### config.mk
export PLATFORM = sky130hd
export DESIGN_NAME = pipeline_ctrl
export DESIGN_NICKNAME = d
export VERILOG_FILES = /design/src/rtl/pipeline_ctrl_pkg.sv /design/src/rtl/pipe_perf_cnt.sv /design/src/rtl/pipeline_ctrl.sv
export SDC_FILE = /design/constraint.sdc
export NUM_CORES = 1
export LEC_CHECK = 0
export CAP_MARGIN = 0
export CORE_AREA = 2 2 75 95
export DETAILED_ROUTE_END_ITERATION = 8
export DIE_AREA = 0 0 77 97
export PLACE_DENSITY = 0.58
export SYNTH_ARGS = -nofsm -noshare
export SYNTH_HDL_FRONTEND = slang
export SYNTH_HIERARCHICAL = 1
export SYNTH_SLANG_ARGS = --single-unit
### constraint.sdc
create_clock -name clk -period 2.7 [get_ports clk]
set_input_delay 0.675 -clock clk [delete_from_list [all_inputs] [get_ports clk]]
set_output_delay 0.675 -clock clk [all_outputs]
set_load 0.02 [all_outputs]
### src/rtl/pipeline_ctrl_pkg.sv
// ============================================================================
// Module  : pipeline_ctrl_pkg
// Purpose : Shared types, stall patterns and FSM encodings for pipeline_ctrl.
// Revision: 1.0 - initial release
// ============================================================================
`default_nettype none

package pipeline_ctrl_pkg;

    typedef logic [3:0] StallBus;

    localparam StallBus STALL_NONE = 4'b0000;
    localparam StallBus STALL_IF   = 4'b0001;
    localparam StallBus STALL_ID   = 4'b0011;
    localparam StallBus STALL_EX   = 4'b0111;
    localparam StallBus STALL_MEM  = 4'b1111;

    localparam logic [0:0] CTRL_RUN  = 1'b0;
    localparam logic [0:0] CTRL_DROP = 1'b1;

    localparam logic [31:0] ZeroWord = 32'h0000_0000;

    // Deepest requesting stage wins; patterns are never merged.
    function automatic StallBus stall_pattern(
        input logic mem_req,
        input logic ex_req,
        input logic id_req,
        input logic if_req
    );
        if (mem_req)     return STALL_MEM;
        else if (ex_req) return STALL_EX;
        else if (id_req) return STALL_ID;
        else if (if_req) return STALL_IF;
        else             return STALL_NONE;
    endfunction

endpackage

`default_nettype wire

### src/rtl/pipe_perf_cnt.sv
// ============================================================================
// Module  : pipe_perf_cnt
// Purpose : Stall-cycle and accepted-branch counters; present only when
//           PIPE_PERF_CNT_EN is defined.
// Revision: 1.0 - initial release
// ============================================================================
`default_nettype none

`ifdef PIPE_PERF_CNT_EN
module pipe_perf_cnt
    import pipeline_ctrl_pkg::*;
(
    input  logic        clk,
    input  logic        rst,
    input  StallBus     stall,
    input  logic        branch_accept,
    output logic [31:0] stall_cycles,
    output logic [31:0] flush_count
);

    logic [31:0] r_stall_cycles;
    logic [31:0] r_flush_count;

    always_ff @(posedge clk) begin
        if (!rst) begin
            r_stall_cycles <= ZeroWord;
            r_flush_count  <= ZeroWord;
        end else begin
            if (stall != STALL_NONE)
                r_stall_cycles <= r_stall_cycles + 32'd1;
            if (branch_accept)
                r_flush_count <= r_flush_count + 32'd1;
        end
    end

    assign stall_cycles = r_stall_cycles;
    assign flush_count  = r_flush_count;

endmodule
`endif

`default_nettype wire

### src/rtl/pipeline_ctrl.sv
// ============================================================================
// Module  : pipeline_ctrl
// Purpose : Stall/flush sequencer with wrong-path fetch discard. Optional
//           performance counters under PIPE_PERF_CNT_EN.
// Revision: 1.0 - initial release
// ============================================================================
`default_nettype none

module pipeline_ctrl
    import pipeline_ctrl_pkg::*;
(
    input  logic        clk,
    input  logic        rst,
    input  logic        if_stall_req,
    input  logic        id_stall_req,
    input  logic        ex_stall_req,
    input  logic        mem_stall_req,
    input  logic        ex_branch_taken,
    input  logic [31:0] ex_branch_target,
    output logic [3:0]  stall,
    output logic        flush_if_id,
    output logic        flush_id_ex,
    output logic        pc_redirect,
    output logic [31:0] redirect_pc,
    output logic        if_discard
`ifdef PIPE_PERF_CNT_EN
    ,
    output logic [31:0] stall_cycles,
    output logic [31:0] flush_count
`endif
);

    logic [0:0]  r_state;
    logic [0:0]  w_next_state;
    logic [31:0] r_target;

    logic        w_accept;
    StallBus     w_base;
    StallBus     w_stall;
    logic        w_flush_if_id;
    logic        w_flush_id_ex;
    logic        w_pc_redirect;
    logic [31:0] w_redirect_pc;
    logic        w_if_discard;

    // A frozen EX cannot redirect; it re-presents the branch once it advances.
    assign w_accept = ex_branch_taken & ~mem_stall_req & ~ex_stall_req;
    assign w_base   = stall_pattern(mem_stall_req, ex_stall_req, id_stall_req, if_stall_req);

    always_comb begin
        w_next_state  = r_state;
        w_stall       = w_base;
        w_flush_if_id = 1'b0;
        w_flush_id_ex = 1'b0;
        w_pc_redirect = 1'b0;
        w_redirect_pc = ZeroWord;
        w_if_discard  = 1'b0;

        if (r_state == CTRL_RUN) begin
            if (w_accept) begin
                w_stall       = STALL_NONE;
                w_flush_if_id = 1'b1;
                w_flush_id_ex = 1'b1;
                w_redirect_pc = ex_branch_target;
                // With a fetch in flight the redirect waits until it returns.
                w_pc_redirect = ~if_stall_req;
                if (if_stall_req)
                    w_next_state = CTRL_DROP;
            end
        end else begin
            w_stall       = {(w_accept ? 3'b000 : w_base[3:1]), 1'b1};
            w_flush_if_id = w_accept;
            w_flush_id_ex = w_accept;
            w_redirect_pc = w_accept ? ex_branch_target : r_target;
            if (!if_stall_req) begin
                w_if_discard  = 1'b1;
                w_pc_redirect = 1'b1;
                w_flush_if_id = 1'b1;
                w_next_state  = CTRL_RUN;
            end
        end
    end

    always_ff @(posedge clk) begin
        if (!rst) begin
            r_state  <= CTRL_RUN;
            r_target <= ZeroWord;
        end else begin
            r_state <= w_next_state;
            if (w_accept)
                r_target <= ex_branch_target;
        end
    end

    assign stall       = rst ? w_stall       : STALL_NONE;
    assign flush_if_id = rst & w_flush_if_id;
    assign flush_id_ex = rst & w_flush_id_ex;
    assign pc_redirect = rst & w_pc_redirect;
    assign redirect_pc = rst ? w_redirect_pc : ZeroWord;
    assign if_discard  = rst & w_if_discard;

`ifdef PIPE_PERF_CNT_EN
    pipe_perf_cnt u_perf_cnt (
        .clk           (clk),
        .rst           (rst),
        .stall         (stall),
        .branch_accept (rst & w_accept),
        .stall_cycles  (stall_cycles),
        .flush_count   (flush_count)
    );
`endif

endmodule

`default_nettype wire

==> impl_metrics.py, run 1 <==
metrics = {
    "place": {
        "place_area_sq_mm": 0.00297,
        "preCtsSetupSlack_ns": -0.594,
        "io_buffers": 78,
        "dp_hpwl_mm": 3.48,
        "globalplace.congestion": 0.732,
    },
    "setup_path": {
        "path_cells": "dlygate4sd2_1, nor3b_4, buf_6, buf_4, mux2i_1, clkdlybuf4s15_2",
        "required_ns": 2.03,
        "startpoint": "ex_stall_req",
        "end_kind": "output pin",
        "r2r-end": "r_state$_SDFF_PN0_",
        "critical_path_buf_inv_count": 4,
        "criticalPathCategory": "in -> out",
        "cpLargestDelayFamily": "buffers and inverters",
        "critPathSlowestCell": "dlygate4sd2_1",
        "startpoint_type": "primary input",
        "crit-reg2reg-launch": "r_state$_SDFF_PN0_",
        "regToRegSetupSlack_ns": 1.79,
        "path_depth": 6,
        "arrival_ns": 1.98,
        "max_stage_delay_ns": 0.29,
        "r2r_cells": 3,
        "endpoint": "redirect_pc[2]",
        "cp_max_fo": 5,
    },
    "global_routing": {
        "grt_overflow": 0,
        "grt_use_total": 0.130,
        "grt_max_degree": 41,
        "grt_pass1_wl_mm": 8.02,
        "grt_pass1_vias": 1742,
        "antenna_found_initial": 0,
    },
    "detailed_routing": {
        "routedWlPerCell_microns": 11.8,
        "via_per_inst": 4.54,
        "wirelength_mm": 4.80,
        "drc": 0,
        "via_count": 1846,
        "drtIter0Drc": 90,
        "first_pass_iters": 4,
        "final_antenna_net_count": 0,
    },
    "yosys": {
        "yosysUniqueCellTypes": 23,
        "ys_seq_elements": 33,
        "synth-async-reset-ratio": 0,
        "netlist_top_cells_count": "nand2_1 (65), mux2i_1 (64), dfxtp_1 (33)",
        "yosysTopAreaCellShare": 0.329,
        "synth.most_common_cell": "nand2_1",
        "synth_top_family_by_area": "multiplexers",
        "synth-simple-area-share": 0.231,
        "synthCells": 233,
        "synthesis.area_sq_mm": 0.00201,
        "synth_compound_area_frac": 0.0243,
        "ys_top_cells_by_area": "dfxtp_1 (33%), mux2i_1 (32%), nand2_1 (12%)",
        "yosys_warnings": 6,
        "synth_adder_area_share": 0,
        "synth_edf_count": 0,
        "synth_xor_xnor_area_share": 0,
        "yosys_most_used_dff": "dfxtp_1",
        "yosys.area.top_type": "dfxtp_1",
        "seq_area_frac_synth": 0.329,
        "synth.mux.area_fraction": 0.319,
        "mappedNetlistNets": 272,
        "avgSynthCellArea_sq_um": 8.62,
    },
    "floorplanning": {
        "dieArea_sq_mm": 0.00747,
        "start_util": 0.308,
        "io_pins": 79,
        "core-area_sq_mm": 0.00652,
        "die_h_microns": 97,
        "die_width_microns": 77,
        "rows": 33,
    },
    "sta": {
        "skew_ns": 0,
        "fin_crit_sh": 0.982,
        "max_freq_mhz": 377,
        "finalSetupViolCount": 0,
        "rsz0062_at_grt": "false",
        "hold_viol_final": 0,
        "setup_ws_ns": 0.0495,
        "worst_pin_slew_ns": 0.268,
        "slew_headroom": 0.821,
        "final_max_slew_viol_count": 0,
        "fin_crit_ns": 2.65,
        "holdWs_ns": 0.460,
        "finalSetupTns_ns": 0,
    },
    "hold_path": {
        "min_path_type": "reg -> reg",
    },
    "clock_tree": {
        "clk_latency_ns": 0.28,
        "numCtsBuffers": 5,
        "clockBufferDepth": 2,
        "clk_pin_slew_ns": 0.07,
        "clockRootBuffer": "clkbuf_8",
        "tritoncts": "done",
        "cts_sinks": 33,
        "cts-hold-fix-buffers": 0,
        "h-tree-depth": 2,
    },
    "cells_and_area": {
        "fin_area_sq_mm": 0.00295,
        "area_growth_pct": 46.7,
        "antenna_cells": 0,
        "nets": 358,
        "drive_above_1_share": 0.206,
    },
    "pwr": {
        "powerDensity_mw_per_mm2": 415,
        "peakVddDrop_mv": 0.201,
        "p_leak_nw": 1.21,
        "p_total_mw": 1.22,
    },
    "job": {
        "max_cap_violations": 0,
    },
    "outcome": {
        "status": "finished clean",
    },
}
==> worst min-delay path by stage <==
stage	depth (start not counted)	slack, ns	end	startpoint
after CTS	2	0.46	r_target[2]$_SDFF_PN0_	r_target[2]$_SDFF_PN0_
after floorplan	2	0.43	r_target[0]$_SDFF_PN0_	r_target[0]$_SDFF_PN0_
after global routing	2	0.48	r_target[25]$_SDFF_PN0_	r_target[25]$_SDFF_PN0_
final	2	0.46	r_target[12]$_SDFF_PN0_	r_target[12]$_SDFF_PN0_
after detailed placement	2	0.45	r_target[22]$_SDFF_PN0_	r_target[22]$_SDFF_PN0_
after global placement	2	0.44	r_target[21]$_SDFF_PN0_	r_target[21]$_SDFF_PN0_
==> layout by cell type (no fill, tap or decap), types with 2 or more instances in the layout <==
master           instances
nand2_1                 65
mux2i_1                 63
clkdlybuf4s50_1         36
dfxtp_1                 33
nand3_1                 32
buf_2                   28
buf_4                   17
dlygate4sd2_1            7
buf_12                   7
clkbuf_8                 6
and2_1                   2
a21oi_1                  2
clkdlybuf4s15_1          2
clkbuf_2                 2
buf_6                    2
==> final cells by class <==
class,count,area (sq um)
inverter,1,3.75
fill,719,3580
multi-input combinational,176,1160
sequential,33,661
clock inverter,1,30.0
timing repair buffer,102,893
clock buffer,7,86.3
tap,87,109
==> metrics by stage <==
step | instances | util
final | 407 | 0.452
after global routing | 407 | 0.452
after CTS | 407 | 0.472
after detailed placement | 398 | 0.455
after global placement | 398 | 0.455
after floorplan | 233 | -
==> cells by family (layout without fill, tap and decap cells) <==
group,count (synthesis),in the layout
buffers and inverters,24,111
multiplexers,64,64
AO/OA/AOI/OAI,7,7
AND/OR/NAND/NOR,105,105
flip-flops,33,33
==> tightest hold or removal path, stage by stage (launching register included) <==
cell,delay [ns]
dfxtp_1,0.31
nand2_1,0.05
mux2i_1,0.05
==> report_power, final <==
group,switching (mW),leakage (nW),internal [mW]
Combinational,0.106,0.882,0.124
Sequential,0.00799,0.268,0.504
Clock,0.180,0.0585,0.301
Total,0.293,1.21,0.929
==> sequential cells by signal, indices dropped and copies added, names as in the netlist <==
name and count:
r_state 1, r_target 32
==> layer usage <==
| metal | GRT usage | vias up | routed length (microns) |
|---|---|---|---|
| met2 | 0.224 | 52 | 2320 |
| met4 | 0.0536 | 0 | 77 |
| met1 | 0.158 | 825 | 2190 |
| met3 | 0.0233 | 7 | 210 |
| met5 | 0 | - | 0 |
| li1 | - | 962 | - |
==> what timing repair did <==
action,in CTS,in global routing
setup endpoints to repair,40,25
pin swaps,1,0
buffers inserted,1,0
gates resized for setup,116,25
Power figures use the tool's default switching activity.
==> inputs of run 2 (changes only) <==
- CORE_AREA: 2 2 75 95 -> 4 4 77 97
- DIE_AREA: 0 0 77 97 -> 0 0 81 101
==> impl_metrics.py, run 2 (synthesis results as in run 1) <==
metrics = {
    "clock_tree": {
        "clockBufferDepth": 2,
        "tritoncts": "done",
        "cts_sinks": 33,
        "clk_latency_ns": 0.27,
        "numCtsBuffers": 5,
        "h-tree-depth": 2,
        "clockRootBuffer": "clkbuf_8",
        "clk_pin_slew_ns": 0.06,
    },
    "sta": {
        "finalSetupViolCount": 0,
        "finalSetupTns_ns": 0,
        "max_freq_mhz": 372,
        "hold_viol_final": 0,
        "fin_crit_ns": 2.69,
        "fin_crit_sh": 0.995,
        "worst_pin_slew_ns": 0.303,
        "final_max_slew_viol_count": 0,
        "skew_ns": 0,
        "holdWs_ns": 0.457,
        "slew_headroom": 0.798,
    },
    "cells_and_area": {
        "largest_reg_flops": 32,
        "antenna_cells": 0,
        "final-seq-area_sq_um": 661,
        "regMostFlops": "r_target",
        "final_common_cell": "nand2_1",
        "fin_area_sq_mm": 0.00301,
        "final_cells": 410,
        "drive_above_1_share": 0.226,
        "mostFrequentLayoutCells": "nand2_1 (65), mux2i_1 (63), clkdlybuf4s50_1 (37)",
        "num-fill-cells": 684,
        "nets": 363,
        "area_growth_pct": 49.7,
        "reg.largest.list": "r_target (32), r_state (1)",
        "multi_input_area_sq_mm": 0.00116,
    },
    "detailed_routing": {
        "drtIter0Drc": 42,
        "first_pass_iters": 4,
        "via_per_inst": 4.49,
        "wirelength_mm": 5.01,
        "drc": 0,
        "final_antenna_net_count": 0,
        "routedWlPerCell_microns": 12.2,
        "via_count": 1840,
    },
    "job": {
        "max_cap_violations": 0,
    },
    "pwr": {
        "switching_power_mw": 0.277,
        "power_frac_seq": 0.473,
        "p_int_mw": 0.805,
        "peakVddDrop_mv": 0.171,
        "p_sw_frac": 0.256,
        "powerDensity_mw_per_mm2": 360,
        "clockPowerShare": 0.306,
        "p_leak_nw": 1.22,
        "combPwrFrac": 0.221,
    },
    "floorplanning": {
        "core-area_sq_mm": 0.00652,
        "start_util": 0.308,
        "rows": 33,
        "dieArea_sq_mm": 0.00818,
        "die_h_microns": 101,
        "io_pins": 79,
        "die_width_microns": 81,
    },
    "global_routing": {
        "grt_use_total": 0.127,
        "grt_pass1_vias": 1855,
        "grt_overflow": 0,
        "grt_pass1_wl_mm": 8.35,
        "grt_max_degree": 60,
        "antenna_found_initial": 0,
    },
    "setup_path": {
        "criticalPathCategory": "in -> out",
        "end_kind": "output pin",
        "cp_max_fo": 2,
        "max_stage_delay_ns": 0.61,
        "required_ns": 2.03,
        "path_depth": 4,
        "arrival_ns": 2.01,
        "cpLargestDelayFamily": "buffers and inverters",
        "critPathSlowestCell": "clkdlybuf4s50_1",
        "path_cells": "clkdlybuf4s50_1, nor2b_1, o31a_1, clkdlybuf4s50_1",
        "r2r_cells": 3,
        "crit_top_cell": "clkdlybuf4s50_1",
        "critical_path_buf_inv_count": 2,
        "startpoint_type": "primary input",
    },
    "hold_path": {
        "min_path_type": "reg -> reg",
        "worst_hold_path.num_cells": 2,
    },
    "outcome": {
        "status": "finished clean",
    },
    "place": {
        "place_area_sq_mm": 0.00299,
        "dp_hpwl_mm": 3.55,
        "dpl.cell_count": 399,
        "globalplace.congestion": 0.737,
        "io_buffers": 78,
    },
}
==> run 2: changes by cell type in the layout (fill, tap and decap cells not counted), moves of 4 or more <==
cell and delta:
buf_2 -6, buf_4 +6, clkdlybuf4s15_2 +6, dlygate4sd2_1 -4
==> run 2: worst min-delay path, delay by kind of cell (launching register included) <==
kind,cells,cell delay [ns]
and+or+nand+nor,1,0.05
muxes,1,0.05
DFF,1,0.31
==> run 2: power by group through the flow <==
stage,registers (mW),clock network (mW),logic [mW]
after floorplan,0.521,0,0.125
after global placement,0.522,0,0.243
final,0.512,0.331,0.239
after global routing,0.513,0.364,0.260
after CTS,0.512,0.350,0.244
after detailed placement,0.523,0,0.244
==> run 2: area by class of cell <==
type	count	share of cell area
Multi-Input combinational cell	176	0.387
Timing Repair Buffer	107	0.331
Sequential cell	33	0.220
Tap cell	87	0.0362
Clock buffer	5	0.0229
Clock inverter	1	0.00167
Inverter	1	0.00125
==> run 2: per-layer routing <==
| layer | vias to the layer above | share of wire | GRT usage |
|---|---|---|---|
| met5 | - | 0 | 0 |
| met4 | 0 | 0.010 | 0.0312 |
| met3 | 5 | 0.051 | 0.0313 |
| met2 | 45 | 0.50 | 0.235 |
| met1 | 824 | 0.43 | 0.144 |
| li1 | 966 | - | - |
==> run 2: path summary, 6_finish.rpt <==
| path | startpoint | to | slack, ns |
|---|---|---|---|
| worst max-delay path | id_stall_req | stall[1] | 0.01 |
| worst min-delay path | r_target[2]$_SDFF_PN0_ | r_target[2]$_SDFF_PN0_ | 0.46 |
| worst max register to register | r_state$_SDFF_PN0_ | r_state$_SDFF_PN0_ | 1.74 |
| worst min register to register | r_target[2]$_SDFF_PN0_ | r_target[2]$_SDFF_PN0_ | 0.46 |
==> run 2: per-stage QoR <==
step           total power, mW  worst slack, ns  utilization
4_1_cts                   1.11          -0.0151        0.469
3_3_place_gp             0.764           -0.574        0.458
5_1_grt                   1.14          -0.0132        0.461
3_5_place_dp             0.766           -0.585        0.458
2_1_floorplan            0.646            0.345            -
6_report                  1.08           0.0132        0.461
==> run 2: timing repair <==
item,4_1_cts,5_1_grt
gates cloned,1,0
buffers inserted,3,1
hold buffers,0,0
resized for setup,127,16
endpoints found under the setup margin,39,21
pin swaps,1,1
